==> config.mk <==
export PLATFORM = sky130hd
export DESIGN_NAME = alu_sll_pipe
export DESIGN_NICKNAME = d
export VERILOG_FILES = /design/src/rtl/alu_pkg.sv /design/src/rtl/alu_sll_stage.sv /design/src/rtl/alu_sll_pipe.sv
export SDC_FILE = /design/constraint.sdc
export NUM_CORES = 1
export LEC_CHECK = 0
export CORE_MARGIN = 2
export CORE_UTILIZATION = 40
export CTS_CLUSTER_DIAMETER = 100
export DETAILED_ROUTE_END_ITERATION = 12
export SETUP_SLACK_MARGIN = 0.2
export SLEW_MARGIN = 10
export SYNTH_ARGS = -nofsm -noshare
export SYNTH_HDL_FRONTEND = slang
export SYNTH_SLANG_ARGS = --single-unit
==> constraint.sdc <==
create_clock -name clock -period 1.3 [get_ports clock]
set_clock_uncertainty 0.15 [all_clocks]
set_input_delay 0.26 -clock clock [delete_from_list [all_inputs] [get_ports clock]]
set_output_delay 0.26 -clock clock [all_outputs]
set_load 0.1 [all_outputs]
==> src/rtl/alu_pkg.sv <==
// Shared ALU constants and the payload carried through the shift-left pipeline.
// The ovf field exists only when ALU_SLL_OVF_EN is defined.
package alu_pkg;

  localparam int ALU_WIDTH = 32;
  localparam int SHAMT_W   = 5;
  localparam int TAG_W     = 5;

  // Shift distance of each stage, largest first; stage k consumes shamt bit (SHAMT_W-1-k).
  localparam int SLL_DIST_TABLE [SHAMT_W] = '{16, 8, 4, 2, 1};

  typedef struct packed {
    logic [ALU_WIDTH-1:0] data;
    logic [SHAMT_W-1:0]   shamt;
    logic [TAG_W-1:0]     tag;
    logic                 valid;
`ifdef ALU_SLL_OVF_EN
    logic                 ovf;
`endif
  } sll_stage_t;

endpackage

==> src/rtl/alu_sll_stage.sv <==
// One registered stage of the shift-left pipeline: conditional left shift by DIST.
// With ALU_SLL_OVF_EN defined it also accumulates a sticky signed-overflow flag.
module alu_sll_stage
  import alu_pkg::*;
#(
  parameter int DIST    = 1,
  parameter int SEL_BIT = 0
) (
  input  logic       clock,
  input  logic       reset,
  input  logic       i_adv,
  input  sll_stage_t i_stage,
  output sll_stage_t o_stage
);

  sll_stage_t r_stage;
  sll_stage_t w_next;

`ifdef ALU_SLL_OVF_EN
  // Dropped bits plus the new sign bit; with no earlier overflow the current MSB is the original sign.
  logic [DIST:0] w_top;
  assign w_top = i_stage.data[ALU_WIDTH-1 -: DIST+1];
`endif

  always_comb begin
    w_next = i_stage;
    w_next.shamt[SEL_BIT] = 1'b0;
    if (i_stage.shamt[SEL_BIT]) begin
      w_next.data = i_stage.data << DIST;
`ifdef ALU_SLL_OVF_EN
      w_next.ovf = i_stage.ovf | ((w_top != '0) && (w_top != '1));
`endif
    end
  end

  always_ff @(posedge clock or negedge reset) begin
    if (!reset) begin
      r_stage <= '0;
    end else if (i_adv) begin
      r_stage <= w_next;
    end
  end

  assign o_stage = r_stage;

endmodule

==> src/rtl/alu_sll_pipe.sv <==
// Pipelined logical shift-left unit: one registered stage per shamt bit, valid/ready on both sides.
// Define ALU_SLL_OVF_EN to add the out_ovf signed-overflow output.
module alu_sll_pipe
  import alu_pkg::*;
#(
  parameter int WIDTH   = ALU_WIDTH,
  parameter int SHAMT_W = alu_pkg::SHAMT_W,
  parameter int TAG_W   = alu_pkg::TAG_W
) (
  input  logic               clock,
  input  logic               reset,
  input  logic               in_valid,
  output logic               in_ready,
  input  logic [WIDTH-1:0]   in_a,
  input  logic [SHAMT_W-1:0] in_shamt,
  input  logic [TAG_W-1:0]   in_tag,
  output logic               out_valid,
  input  logic               out_ready,
  output logic [WIDTH-1:0]   out_result,
  output logic [TAG_W-1:0]   out_tag
`ifdef ALU_SLL_OVF_EN
  ,
  output logic               out_ovf
`endif
);

  sll_stage_t w_head;
  sll_stage_t w_stageIn  [SHAMT_W];
  sll_stage_t w_stageOut [SHAMT_W];
  sll_stage_t w_last;
  logic       w_adv;
  logic       w_unusedShamt;

  // Whole pipeline moves in lockstep; it only stalls when a finished result is not taken.
  assign w_last   = w_stageOut[SHAMT_W-1];
  assign w_adv    = !w_last.valid || out_ready;
  assign in_ready = w_adv;

  always_comb begin
    w_head       = '0;
    w_head.data  = in_a;
    w_head.shamt = in_shamt;
    w_head.tag   = in_tag;
    w_head.valid = in_valid && w_adv;
  end

  for (genvar k = 0; k < SHAMT_W; k++) begin : g_stage
    if (k == 0) begin : g_first
      assign w_stageIn[k] = w_head;
    end else begin : g_rest
      assign w_stageIn[k] = w_stageOut[k-1];
    end

    alu_sll_stage #(
      .DIST    (SLL_DIST_TABLE[k]),
      .SEL_BIT (SHAMT_W-1-k)
    ) u_stage (
      .clock   (clock),
      .reset   (reset),
      .i_adv   (w_adv),
      .i_stage (w_stageIn[k]),
      .o_stage (w_stageOut[k])
    );
  end

  assign out_valid     = w_last.valid;
  assign out_result    = w_last.data;
  assign out_tag       = w_last.tag;
  assign w_unusedShamt = ^w_last.shamt;
`ifdef ALU_SLL_OVF_EN
  assign out_ovf       = w_last.ovf;
`endif

endmodule

==> impl_metrics.csv, run 1 <==
group,metric,value,unit
global_route,grt_pass1_vias,5477,
cts,clk_latency,0.43,ns
die,pin_count,85,
sta,rsz0062_at_grt,"yes",
sta,hold_viol,0,
die,rows,58,
sta,layout_setup_ws,-0.462,ns
global_route,grt_use_total,0.143,
cells_and_area,final_cells,1096,
sta,fmaxAchievable,568,MHz
drt,viasPerCell,4.71,
drt,drtIter0Drc,114,
run,cap_violations,0,
sta,worst_pin_slew,0.337,ns
worst_setup_path,crit_start,"g_stage[4].u_stage.o_stage[0]",
cts,clock-root-buffer,"clkbuf_16",
drt,via_count,5160,
cells_and_area,area_delta_synth_final,33.8,%
drt,avgRoutedWirePerCell,16.6,um
sta,relSlewSlack,0.776,
drt,firstDrtPassIters,4,
cts,tritoncts,"done",
yosys,ys_seq_elements,200,
placed_design,pre_cts_ws,-0.604,ns
cts,numCtsBuffers,17,
yosys,synth_cell_types,13,
worst_hold_path,min_path_type,"in2async",
worst_setup_path,r2r-start,"g_stage[4].u_stage.o_stage[0]",
cts,clk_path_buf_depth,2,
cells_and_area,drive_above_1_share,0.688,
cells_and_area,antennaDiodeCount,0,
status,outcome,"complete, but fails checks",
pwr,power_leakage,0.00652,uW
yosys,ys_warn_count,0,
yosys,synth_top_area_frac,0.498,
sta,finalSetupViolations,238,
yosys,syn_inst,602,
yosys,synth.largest_area_cell,"dfrtp_1",
cells_and_area,fill_cells,2025,
cells_and_area,largest_reg_flops,200,
cells_and_area,mostFrequentLayoutCell,"mux2_4",
worst_setup_path,cp-start-kind,"flip-flop",
worst_setup_path,critPathMaxFanout,6,
worst_setup_path,crit_buf_inv,3,
sta,period_needed,1.76,ns
yosys,yosysSeqAreaShare,0.498,
worst_setup_path,worstPathCellList,"nand2b_4, buf_4, buf_12, bufbuf_16, mux2_4",
cells_and_area,layout_common_cells,"247 x mux2_4, 161 x dfrtp_1, 80 x mux2_2",
global_route,antenna_found_initial,0,
die,die_area,0.0264,mm2
worst_setup_path,cp.required,1.47,ns
placed_design,dpl.cell_count,1014,
drt,routed_wl,18200,um
worst_setup_path,crit_slowest_cell,"dfrtp_4",
cts,path_clk_slew,0.08,ns
yosys,synthTopCellsByArea,"dfrtp_1 50%, mux2_4 30%, mux2_2 14%",
placed_design,dpl.hpwl,12800,um
worst_setup_path,slowest_delay,0.49,ns
yosys,post_synth.cell_area_avg,16.7,um2
yosys,syn-num-nets,648,
die,core_area,0.0250,mm2
die,initial_utilization,0.403,
sta,maxSlewViolCount,0,
cts,cts.sinks,200,
drt,remaining_drc_errors,0,
die,die_h,163,um
worst_setup_path,cp_data_arrival_time,1.93,ns
placed_design,io_buffers,84,
global_route,grt_pass1_wl,30000,um
drt,final_antenna_net_count,0,
die,fp.dieW,163,um
status,violations,"setup timing",
global_route,grt_overflow,0,
pwr,powerDensity,2600,mW/mm2
placed_design,globalplace.congestion,0.735,
worst_setup_path,crit_type,"reg2reg",
global_route,grt_max_degree,36,
worst_setup_path,critPathCaptureType,"flip-flop",
worst_setup_path,path_delay_family,"buffers and inverters",
sta,timing.final.crit_share,1.36,
cts,htree_levels,4,
pwr,peakVddDrop,0.00145,V
cells_and_area,nets,799,
yosys,synthesis.area,0.0101,mm2
[power breakdown]
| group | internal (uW) | switching (uW) |
|---|---|---|
| registers | 8810 | 2170 |
| clock network | 2790 | 2510 |
| logic | 11200 | 7530 |
[final timing paths]
check	to	slack, ns	cells after the start
max	g_stage[3].u_stage.o_stage[28]	-0.46	5
min	g_stage[4].u_stage.o_stage[20]	0.15	2
max reg2reg	g_stage[3].u_stage.o_stage[28]	-0.46	5
min reg2reg	g_stage[4].u_stage.o_stage[0]	0.33	1
max in group asynchronous	g_stage[4].u_stage.o_stage[0]	0.32	3
min in group clock	g_stage[0].u_stage.o_stage[1]	0.29	2
[per-layer routing]
layer / up-vias / wire length (um) / GRT usage
met3: 13 / 560 / 0.0270
met2: 87 / 8260 / 0.220
met4: 0 / 225 / 0.0422
met5: - / 0 / 0
met1: 2591 / 9180 / 0.207
li1: 2469 / - / -
[Yosys cell counts, drive strengths merged]
| cell | count |
|---|---|
| dfrtp | 200 |
| buf | 40 |
| and2b | 4 |
| nor2b | 27 |
| nand2b | 2 |
| clkbuf | 1 |
| mux2 | 328 |
[worst register-to-register path: cells and delay by family, from the launching register on]
| family | cells | cell delay [ns] |
|---|---|---|
| buffers and inverters | 3 | 0.64 |
| multiplexers | 1 | 0.29 |
| flip-flops | 1 | 0.49 |
| AND/OR/NAND/NOR | 1 | 0.08 |
[cell type report]
cell class,instances,area [um2],area share
well taps,330,413,0.0307
repair buffers,173,2560,0.190
flip-flops and latches,200,5060,0.376
clock buffers,18,439,0.0326
multi-input cells,361,4840,0.359
clock inverters,14,155,0.0115
[cells by family after synthesis]
logic type / after synthesis / share of synthesized area
flip-flops: 200 / 0.498
buffers and inverters: 41 / 0.0388
multiplexers: 328 / 0.442
AND/OR/NAND/NOR: 33 / 0.0218
[through the flow]
stage	cell area, um2	setup TNS (ns)	utilization	total power [uW]	hold slack (ns)
floorplan	10200	-68.11	-	23600	-0.186
global placement	11900	-105.66	0.478	27500	0.0508
detailed placement	11900	-110.31	0.478	27900	0.0532
CTS	13300	-85.00	0.534	35100	0.143
global route	13500	-90.04	0.539	36600	0.155
finish	13500	-80.79	0.539	35000	0.152
[what timing repair did]
| item | CTS | global route |
|---|---|---|
| gates cloned | 10 | 3 |
| setup buffers | 30 | 6 |
| gates resized for setup | 60 | 2 |
| pin swaps | 0 | 0 |
| hold buffers | 1 | 0 |
| endpoints found under the hold margin | 200 | 0 |
| setup endpoints to repair | 239 | 239 |
Note: power is estimated with default switching activity, not from simulation.
==> inputs of run 2 (changes only) <==
- CTS_BUF_LIST: default -> sky130_fd_sc_hd__clkbuf_2
==> run 2 against run 1 <==
The run still ends with setup timing left. Flip-flop and latch count is the same. Die area is the same. Routed wire length grew 5.2%. Hold slack lost 0.081 ns. Global-route usage grew 0.25 points. Cell area grew 2.4%. Maximum frequency shrank 19%. Critical path depth shrank 1. Total power shrank 3.5%. Sequential share of layout area shrank 0.89 points. Setup slack lost 0.41 ns. Critical path type is now reg2out.
==> impl_metrics.csv, run 2 (synthesized netlist as in run 1, its figures left out) <==
group,metric,value,unit
cts,clk_latency,0.79,ns
drt,remaining_drc_errors,0,
cells_and_area,largest_reg_flops,200,
cts,htree_levels,4,
global_route,grt_overflow,0,
die,rows,58,
worst_setup_path,critPathMaxFanout,2,
sta,maxSlewViolCount,0,
cts,numCtsBuffers,17,
global_route,grt_pass1_vias,5498,
die,pin_count,85,
worst_setup_path,slowest_delay,0.56,ns
pwr,powerDensity,2450,mW/mm2
cells_and_area,mostFrequentLayoutCell,"mux2_4",
sta,worst_pin_slew,0.487,ns
die,core_area,0.0250,mm2
cts,tritoncts,"done",
drt,firstDrtPassIters,4,
sta,relSlewSlack,0.675,
pwr,peakVddDrop,0.00159,V
placed_design,globalplace.congestion,0.735,
worst_setup_path,crit_type,"reg2out",
drt,drtIter0Drc,149,
drt,final_antenna_net_count,0,
status,violations,"setup timing",
drt,routed_wl,19200,um
drt,viasPerCell,4.73,
global_route,grt_use_total,0.146,
sta,hold_viol,0,
worst_setup_path,critPathCaptureType,"primary output",
sta,finalSetupViolations,238,
sta,timing.final.crit_share,1.67,
global_route,antenna_found_initial,1,
cts,clk_path_buf_depth,2,
cts,clock-root-buffer,"clkbuf_2",
worst_setup_path,cp_data_arrival_time,1.76,ns
cells_and_area,utilization,0.552,
die,initial_utilization,0.403,
cells_and_area,nets,837,
drt,via_count,5369,
worst_setup_path,cp.required,0.89,ns
cells_and_area,area_delta_synth_final,37.1,%
placed_design,io_buffers,84,
worst_setup_path,cp-start-kind,"flip-flop",
die,die_area,0.0264,mm2
worst_setup_path,worstPathCellList,"nand2b_4, buf_8, buf_6, buf_12",
cells_and_area,drive_above_1_share,0.670,
sta,layout_setup_ws,-0.872,ns
status,outcome,"complete, but fails checks",
worst_setup_path,r2r_slack,-0.54,ns
die,fp.dieW,163,um
run,cap_violations,0,
die,die_h,163,um
global_route,grt_max_degree,36,
worst_setup_path,crit_slowest_cell,"dfrtp_4",
sta,fmaxAchievable,460,MHz
global_route,grt_pass1_wl,30300,um
placed_design,dpl.cell_count,1014,
cells_and_area,layout_common_cells,"287 x mux2_4, 161 x dfrtp_1, 55 x buf_12",
pwr,power_leakage,0.00677,uW
cts,cts.sinks,200,
placed_design,pre_cts_ws,-0.604,ns
sta,rsz0062_at_grt,"yes",
worst_hold_path,min_path_type,"in2reg",
drt,avgRoutedWirePerCell,16.9,um
placed_design,dpl.hpwl,12800,um
sta,finalHoldWorstSlack,0.0711,ns
sta,period_needed,2.17,ns
cells_and_area,final_cells,1135,
cts,path_clk_slew,0.29,ns
==> run 2: cell types whose count changed in the layout (fill, tap and decap cells not counted), sizes merged <==
cell / previous run / this run
clkbuf: 22 / 27
dlygate4sd3: 1 / 26
clkinv: 4 / 5
buf: 122 / 129
diode: 0 / 1
==> run 2: critical path: cells and delay by family (launching register included) <==
family	cells	cell delay, ns
flip-flops	1	0.56
buffers and inverters	3	0.34
AND/OR/NAND/NOR	1	0.08
==> run 2: final cells by class <==
| class | instances | area [um2] |
|---|---|---|
| clock inverters | 15 | 159 |
| diodes | 1 | 2.50 |
| repair buffers | 211 | 3080 |
| multi-input cells | 361 | 4990 |
| flip-flops and latches | 200 | 5060 |
| clock buffers | 17 | 85.1 |
| fillers | 1988 | 11200 |
| well taps | 330 | 413 |
==> run 2: final timing paths <==
path / start / end / cells past startpoint
max: g_stage[4].u_stage.o_stage[0] / in_ready / 4
min: in_a[16] / g_stage[0].u_stage.o_stage[27] / 3
max reg2reg: g_stage[4].u_stage.o_stage[0] / g_stage[1].u_stage.o_stage[31] / 7
min reg2reg: g_stage[3].u_stage.o_stage[0] / g_stage[4].u_stage.o_stage[0] / 1
max in group asynchronous: reset / g_stage[4].u_stage.o_stage[0] / 4
min in group asynchronous: reset / g_stage[4].u_stage.o_stage[20] / 3
==> run 2: what timing repair did <==
item                                   4_1_cts  5_1_grt
endpoints found under the hold margin      223        4
setup buffers                               20       19
gates resized for setup                     33       87
setup endpoints to repair                  239      239
hold buffers                                22        4
gates cloned                                14        9
==> run 2: power breakdown <==
| group | total [uW] | leakage, uW | switching, uW | internal, uW |
|---|---|---|---|---|
| clock | 3070 | 0.000147 | 2280 | 792 |
| sequential | 11000 | 0.00244 | 2240 | 8770 |
| combinational | 19700 | 0.00418 | 7730 | 11900 |
==> run 2: per-stage QoR <==
| stage | setup TNS [ns] | total power, uW | cell area [um2] |
|---|---|---|---|
| floorplan | -68.11 | 23600 | 10200 |
| global placement | -105.66 | 27500 | 11900 |
| detailed placement | -110.31 | 27900 | 11900 |
| CTS | -115.60 | 32700 | 13100 |
| global route | -125.56 | 35400 | 13800 |
| finish | -111.37 | 33800 | 13800 |
==> run 2: metal layers <==
metal	up-vias	track usage	part of all wire
met1	2718	0.209	0.48
met2	92	0.226	0.47
met4	0	0.0386	0.011
met3	16	0.0300	0.035
met5	-	0	0
li1	2543	-	-
